File: config.mk
export PLATFORM = sky130hd
export DESIGN_NAME = mul_div_unit
export DESIGN_NICKNAME = d
export VERILOG_FILES = /design/src/rtl/mul_div_unit.sv
export SDC_FILE = /design/constraint.sdc
export NUM_CORES = 1
export LEC_CHECK = 0
export ABC_AREA = 0
export BUFFER_PORTS_ARGS = -buffer_cell sky130_fd_sc_hd__clkbuf_2
export CAP_MARGIN = 15
export CORE_AREA = 2 2 206 208
export CTS_CLUSTER_SIZE = 16
export DETAILED_ROUTE_END_ITERATION = 8
export DIE_AREA = 0 0 208 210
export PLACE_DENSITY = 0.61
export SYNTH_ARGS = -nofsm -noshare
export SYNTH_HDL_FRONTEND = slang
export SYNTH_SLANG_ARGS = --single-unit
File: constraint.sdc
create_clock -name clock -period 5.7 [get_ports clock]
set_input_delay 0.57 -clock clock [delete_from_list [all_inputs] [get_ports clock]]
set_output_delay 0.57 -clock clock [all_outputs]
set_load 0.05 [all_outputs]
File: src/rtl/mul_div_unit.sv
// Sequential signed multiply/divide unit: one shift-add or restoring-divide step per clock.
// Optional macro MULDIV_UNSIGNED_EN enables the unsigned MULU (op 10) and DIVU (op 11) encodings.
module mul_div_unit #(
  parameter int WIDTH = 32,
  parameter int CNT_W = 5
) (
  input  logic             clock,
  input  logic             clear,
  input  logic             start,
  input  logic [1:0]       op,
  input  logic [WIDTH-1:0] a,
  input  logic [WIDTH-1:0] b,
  output logic             busy,
  output logic             done,
  output logic [WIDTH-1:0] z_hi,
  output logic [WIDTH-1:0] z_lo,
  output logic             div_zero
);

  typedef enum logic [1:0] {IDLE, INIT, RUN, FINISH} state_t;

  state_t             state_q, state_d;
  logic [1:0]         op_q;
  logic [WIDTH-1:0]   a_q, b_q, hi_q, lo_q, m_q;
  logic [CNT_W-1:0]   cnt_q;
  logic               neg_q, rneg_q;
  logic [WIDTH-1:0]   z_hi_q, z_lo_q;
  logic               done_q, dz_q;

  logic               uns, is_div, sgn_a, sgn_b;
  logic [WIDTH-1:0]   mag_a, mag_b;
  logic [WIDTH:0]     trial, sum;

  function automatic logic [WIDTH-1:0] cond_neg(input logic [WIDTH-1:0] v, input logic en);
    return en ? -v : v;
  endfunction

  function automatic logic [2*WIDTH-1:0] cond_neg2(input logic [2*WIDTH-1:0] v, input logic en);
    return en ? -v : v;
  endfunction

`ifdef MULDIV_UNSIGNED_EN
  assign uns = op_q[1];
`else
  logic unused_op_hi;
  assign uns          = 1'b0;
  assign unused_op_hi = op_q[1];
`endif

  assign is_div = op_q[0];

  always_comb begin
    sgn_a = ~uns & a_q[WIDTH-1];
    sgn_b = ~uns & b_q[WIDTH-1];
    // 0x80000000 negates to itself, which is the correct unsigned magnitude
    mag_a = cond_neg(a_q, sgn_a);
    mag_b = cond_neg(b_q, sgn_b);
    trial = {hi_q, lo_q[WIDTH-1]} - {1'b0, m_q};
    sum   = {1'b0, hi_q} + (lo_q[0] ? {1'b0, m_q} : '0);
  end

  always_ff @(posedge clock) begin
    if (clear) state_q <= IDLE;
    else       state_q <= state_d;
  end

  always_comb begin
    state_d = state_q;
    case (state_q)
      IDLE:    if (start) state_d = INIT;
      INIT:    state_d = RUN;
      RUN:     if (cnt_q == CNT_W'(WIDTH-1)) state_d = FINISH;
      FINISH:  state_d = IDLE;
      default: state_d = IDLE;
    endcase
  end

  always_comb begin
    busy = (state_q != IDLE);
  end

  // Operand capture and iteration datapath; no reset, always reloaded before use
  always_ff @(posedge clock) begin
    case (state_q)
      IDLE: if (start) begin
        op_q <= op;
        a_q  <= a;
        b_q  <= b;
      end
      INIT: begin
        hi_q   <= '0;
        lo_q   <= is_div ? mag_a : mag_b;
        m_q    <= is_div ? mag_b : mag_a;
        neg_q  <= sgn_a ^ sgn_b;
        rneg_q <= sgn_a;
        cnt_q  <= '0;
      end
      RUN: begin
        cnt_q <= cnt_q + CNT_W'(1);
        if (is_div) begin
          if (!trial[WIDTH]) begin
            hi_q <= trial[WIDTH-1:0];
            lo_q <= {lo_q[WIDTH-2:0], 1'b1};
          end else begin
            hi_q <= {hi_q[WIDTH-2:0], lo_q[WIDTH-1]};
            lo_q <= {lo_q[WIDTH-2:0], 1'b0};
          end
        end else begin
          hi_q <= sum[WIDTH:1];
          lo_q <= {sum[0], lo_q[WIDTH-1:1]};
        end
      end
      default: ;
    endcase
  end

  always_ff @(posedge clock) begin
    if (clear) begin
      z_hi_q <= '0;
      z_lo_q <= '0;
      done_q <= 1'b0;
      dz_q   <= 1'b0;
    end else begin
      done_q <= 1'b0;
      if (state_q == FINISH) begin
        done_q <= 1'b1;
        if (is_div && (b_q == '0)) begin
          z_hi_q <= a_q;
          z_lo_q <= '1;
          dz_q   <= 1'b1;
        end else if (is_div) begin
          z_hi_q <= cond_neg(hi_q, rneg_q);
          z_lo_q <= cond_neg(lo_q, neg_q);
          dz_q   <= 1'b0;
        end else begin
          {z_hi_q, z_lo_q} <= cond_neg2({hi_q, lo_q}, neg_q);
          dz_q             <= 1'b0;
        end
      end
    end
  end

  assign done     = done_q;
  assign z_hi     = z_hi_q;
  assign z_lo     = z_lo_q;
  assign div_zero = dz_q;

endmodule

# Word-level counts from Yosys, hierarchy flattened
# Index checks and enable logic that the tools add are counted.
# totals
out_inout_bits	67
reg_bits	236
# op_classes
bitwise	1
n_mux	24
n_reduce_logical	7
n_addsub	8
eq_ne	6
# ops
op	count
$mux 32	14
$neg 32->32	4
$pmux 32 s2	2
$mux 64	1
$neg 64->64	1
$add 32x32->33	1
$sub 33x32->33	1
$logic_not 32->1	1
$pmux 5 s2	1
$pmux 2 s4	1
$add 5x1->5 const B	1
$eq 5x5->1 const B	1
$eq 2x2->1 const B	2
$mux 2	2
$ne 2x2->1 const B	2
$reduce_and 2->1	2
$reduce_bool 2->1	2
$mux 1	3
$eq 2x1->1 const B	1
$logic_not 2->1	1
$logic_and 1x1->1	1
$xor 1x1->1	1

# Depth between registers and ports, before layout
# logic_depth
depth_word	4
depth_mapped	13
depth_no_buf	12

# Worst setup path after synthesis
# Ideal clock, no wire load.
# synth_path
path_kind	reg-to-reg
from	register lo_q[0]
to	register hi_q[29], data pin
arrival_ns	3.118
setup_slack_ns	2.297
stages_incl_launch_ff	13
setup_ns	0.286
required_time_ns	5.414
cell_sequence	edfxtp_1 inv_1 buf_1 nor2_1 ha_1 or3_1 a41o_1 a211o_1 a41oi_1 o21ai_0 a41oi_1 or3_1 o311ai_0
# synth_via
elab_chain_len	4
# synth_lines
item	line	text
from (decl)	24	logic [WIDTH-1:0] a_q, b_q, hi_q, lo_q, m_q;
from (signal assigned)	92	lo_q <= is_div ? mag_a : mag_b;
from (signal assigned)	103	lo_q <= {lo_q[WIDTH-2:0], 1'b1};
from (signal assigned)	106	lo_q <= {lo_q[WIDTH-2:0], 1'b0};
$mux 32	59	sum = {1'b0, hi_q} + (lo_q[0] ? {1'b0, m_q} : '0);
$add 32x32->33	59	
$mux 32	100	if (is_div) begin
$pmux 32 s2	84	case (state_q)
to (signal assigned)	102	hi_q <= trial[WIDTH-1:0];
to (signal assigned)	105	hi_q <= {hi_q[WIDTH-2:0], lo_q[WIDTH-1]};
to (signal assigned)	109	hi_q <= sum[WIDTH:1];
to (decl)	24	
# No other way between the ends.
# A chain may end at the register's enable or synchronous reset.

# Worst setup path after layout
# Ends and elaborated chain as after synthesis.

==> results.cfg <==
[yosys]
synth_area_leaders = edfxtp_1 31%, dfxtp_1 8.3%, xnor2_1 5.9%
synth_fp_nets = 1839
synth_top_area_cell = edfxtp_1
synth_edf_count = 168
synth-async-reset-ratio_pct = 0
synthCells = 1693
synth.cell_area_sq_um = 16300
yosysSeqAreaShare_pct = 39.2
yosys_most_used_dff = edfxtp_1
yosys.area.top_type_share_pct = 30.9
ys.warnings.count = 0
yosysUniqueCellTypes = 76
synthTopCellsByCount = 168 x edfxtp_1, 160 x nor2_1, 123 x nand2_1, 111 x xnor2_1, 107 x a21oi_1
yosys.cell_count.top_type = edfxtp_1
ys_seq_elements = 236
synth_area_per_cell_sq_um = 9.65

[timing]
fin_tns_setup_ns = 0
setup_ws_ns = 1.26
min_period_over_period_pct = 78.0
worstMarginPinSlew_ns = 1.10
fmax_mhz = 225
rsz0062_at_grt = false
setup_viol = 0
fin_crit_ns = 4.44
finalClockSkew_ns = 0.0185
drv_slew = 0
max_slew_margin_pct = 26.7
final_hold_viol_count = 0

[floorplan]
die_y_microns = 210
rows = 75
coreArea_sq_um = 41500
die_w_microns = 208
start_util_pct = 39.4
die_area_sq_um = 43700
ios = 136

[placed_design]
globalplace.congestion = 0.929
pre_cts_ws_ns = 1.31
dp.cells = 2293
place.detailed.hpwl_microns = 38400
port_buffers = 134

[clocking]
cts-root-buf = clkbuf_16
clk_latency_ns = 0.57
clk_pin_slew_ns = 0.06
postCtsSetupRepairBufs = 0
cts_made_buffers = 27
cts_tree = built
holdBufCountCts = 0
htree_levels = 1
clkSinkCount = 236
clock_path_buffers = 3
ctsResizeCount = 0

[outcome]
status = finished, final reports clean

[grt]
grt_overflow = 0
grt_max_degree = 112
grt_pass1_vias = 13600
grt_pass1_wl_microns = 80700
grt_antenna_before_repair = 0
grt_usage_pct = 23.4

[layout]
area_growth_syn_to_layout_pct = 12.5
finish.utilization_pct = 44.3
drive_gt1_share_pct = 16.5
n_antenna_cell = 0
num-nets-final = 1929
finalNonFillerCells = 2343

[setup_path]
worst_setup_path_start_kind = flop
required_ns = 5.97
crit_type = reg2reg
worstPathArrival_ns = 4.72
crit_path_max_fanout = 32
crit_chain = inv_1 -> buf_4 -> nor2_1 -> ha_1 -> a211oi_1 -> o21ai_0 -> a41o_1 -> a211o_1 -> a41oi_1 -> o21ai_0 -> a41oi_1 -> or3_1 -> o311ai_0
cpPeakStageDelay_ns = 0.47
cp_num_buf_inv = 2
end_kind = flop
cp_top_family = compound AO/OA/AOI/OAI gates
cp_slowest_cell = a41oi_1

[detailed_routing]
finalWirelength_microns = 52400
ant_nets = 0
first_pass_iters = 5
drc = 0
vias = 14100
viasPerCell = 6.00
route.detailed.wl_per_inst_microns = 22.4
drt_iter0_drc = 1220

[pwr]
power_density_nw_per_um2 = 659
p_total_w = 0.0121
vdd_ir_drop_max_mv = 0.390
p_leak_nw = 7.06

[job]
drv_cap = 0

[hold_path]
hold_class = in2reg
cell usage in the layout (no fill, tap or decap), drive strengths merged, types with 14 or more instances in the layout:
cell / synthesis / routed
clkbuf: 71 / 171
edfxtp: 168 / 168
nor2: 161 / 161
nand2: 123 / 123
xnor2: 111 / 111
a21oi: 109 / 109
o21ai: 84 / 84
ha: 75 / 75
dfxtp: 68 / 68
inv: 62 / 66
xor2: 65 / 65
mux2: 36 / 36
o31ai: 32 / 32
a31oi: 32 / 32
nand3: 30 / 30
mux4: 30 / 30
nor3: 29 / 29
a21o: 27 / 27
nor2b: 25 / 25
nand2b: 24 / 24
mux2i: 23 / 23
a311oi: 23 / 23
nor4: 23 / 23
or3: 21 / 21
or4: 21 / 21
a211oi: 20 / 20
o211ai: 20 / 20
o22ai: 17 / 17
buf: 19 / 17
o41ai: 15 / 15
nand4: 14 / 14
cell type report:
class | instances | area, sq um
inverter | 62 | 233
clock inverter | 13 | 131
clock buffer | 37 | 743
multi-input combinational | 1305 | 9390
fill | 3914 | 23100
timing repair buffer | 151 | 811
sequential | 236 | 6410
tap | 539 | 674
registers in the layout, summed over array words and instances, names as in the netlist:
register  count
rneg_q        1
cnt_q         5
hi_q         32
state_q       2
neg_q         1
lo_q         32
b_q          32
z_hi         32
div_zero      1
done          1
a_q          32
m_q          32
z_lo         32
op_q          1
worst register-to-register path, stage by stage, from the launching register on:
cell and delay [ns]:
edfxtp_1 0.43, inv_1 0.10, buf_4 0.35, nor2_1 0.12, ha_1 0.35, a211oi_1 0.38
o21ai_0 0.26, a41o_1 0.33, a211o_1 0.30, a41oi_1 0.40, o21ai_0 0.39, a41oi_1 0.48
or3_1 0.16, o311ai_0 0.11
through the flow:
step	cell area (sq um)	hold slack [ns]
2_1_floorplan	16300	0.508
5_1_grt	18400	0.170
3_3_place_gp	17500	0.467
6_report	18400	0.180
3_5_place_dp	17500	0.467
4_1_cts	18400	0.167
power by group:
group / total [W] / leakage, nW / switching, W / internal, W
clock network: 0.00176 / 0.430 / 0.000752 / 0.00101
logic: 0.00684 / 4.47 / 0.00411 / 0.00273
registers: 0.00352 / 2.16 / 0.000873 / 0.00265
total: 0.0121 / 7.06 / 0.00574 / 0.00639
kinds of logic (layout without fill, tap and decap cells):
family	count (synthesis)	count (layout)	synth area share [%]
xor+xnor	176	176	9.43
simple gates	515	515	15.6
buf+inv	152	263	3.57
flops	236	236	39.2
mux	89	89	8.02
fa+ha+maj	77	77	5.99
compound gates	448	448	18.2
metal layers:
| layer | vias to the layer above | part of all wire (%) | track usage [%] |
|---|---|---|---|
| met5 | - | 0 | 0 |
| met4 | 0 | 2.7 | 5.94 |
| met3 | 87 | 6.4 | 2.31 |
| met2 | 580 | 46 | 37.9 |
| met1 | 6896 | 45 | 33.7 |
| li1 | 6505 | - | - |
path summary, 6_finish.rpt:
path / start / to / slack [ns] / depth (start not counted)
worst min register to register: z_hi[22] / z_hi[22] / 0.47 / 2
worst max-delay path: lo_q[0] / hi_q[29] / 1.26 / 13
worst min-delay path: a[25] / a_q[25] / 0.18 / 1
worst max register to register: lo_q[0] / hi_q[29] / 1.26 / 13
No activity file was read; power rests on OpenSTA's default activity.
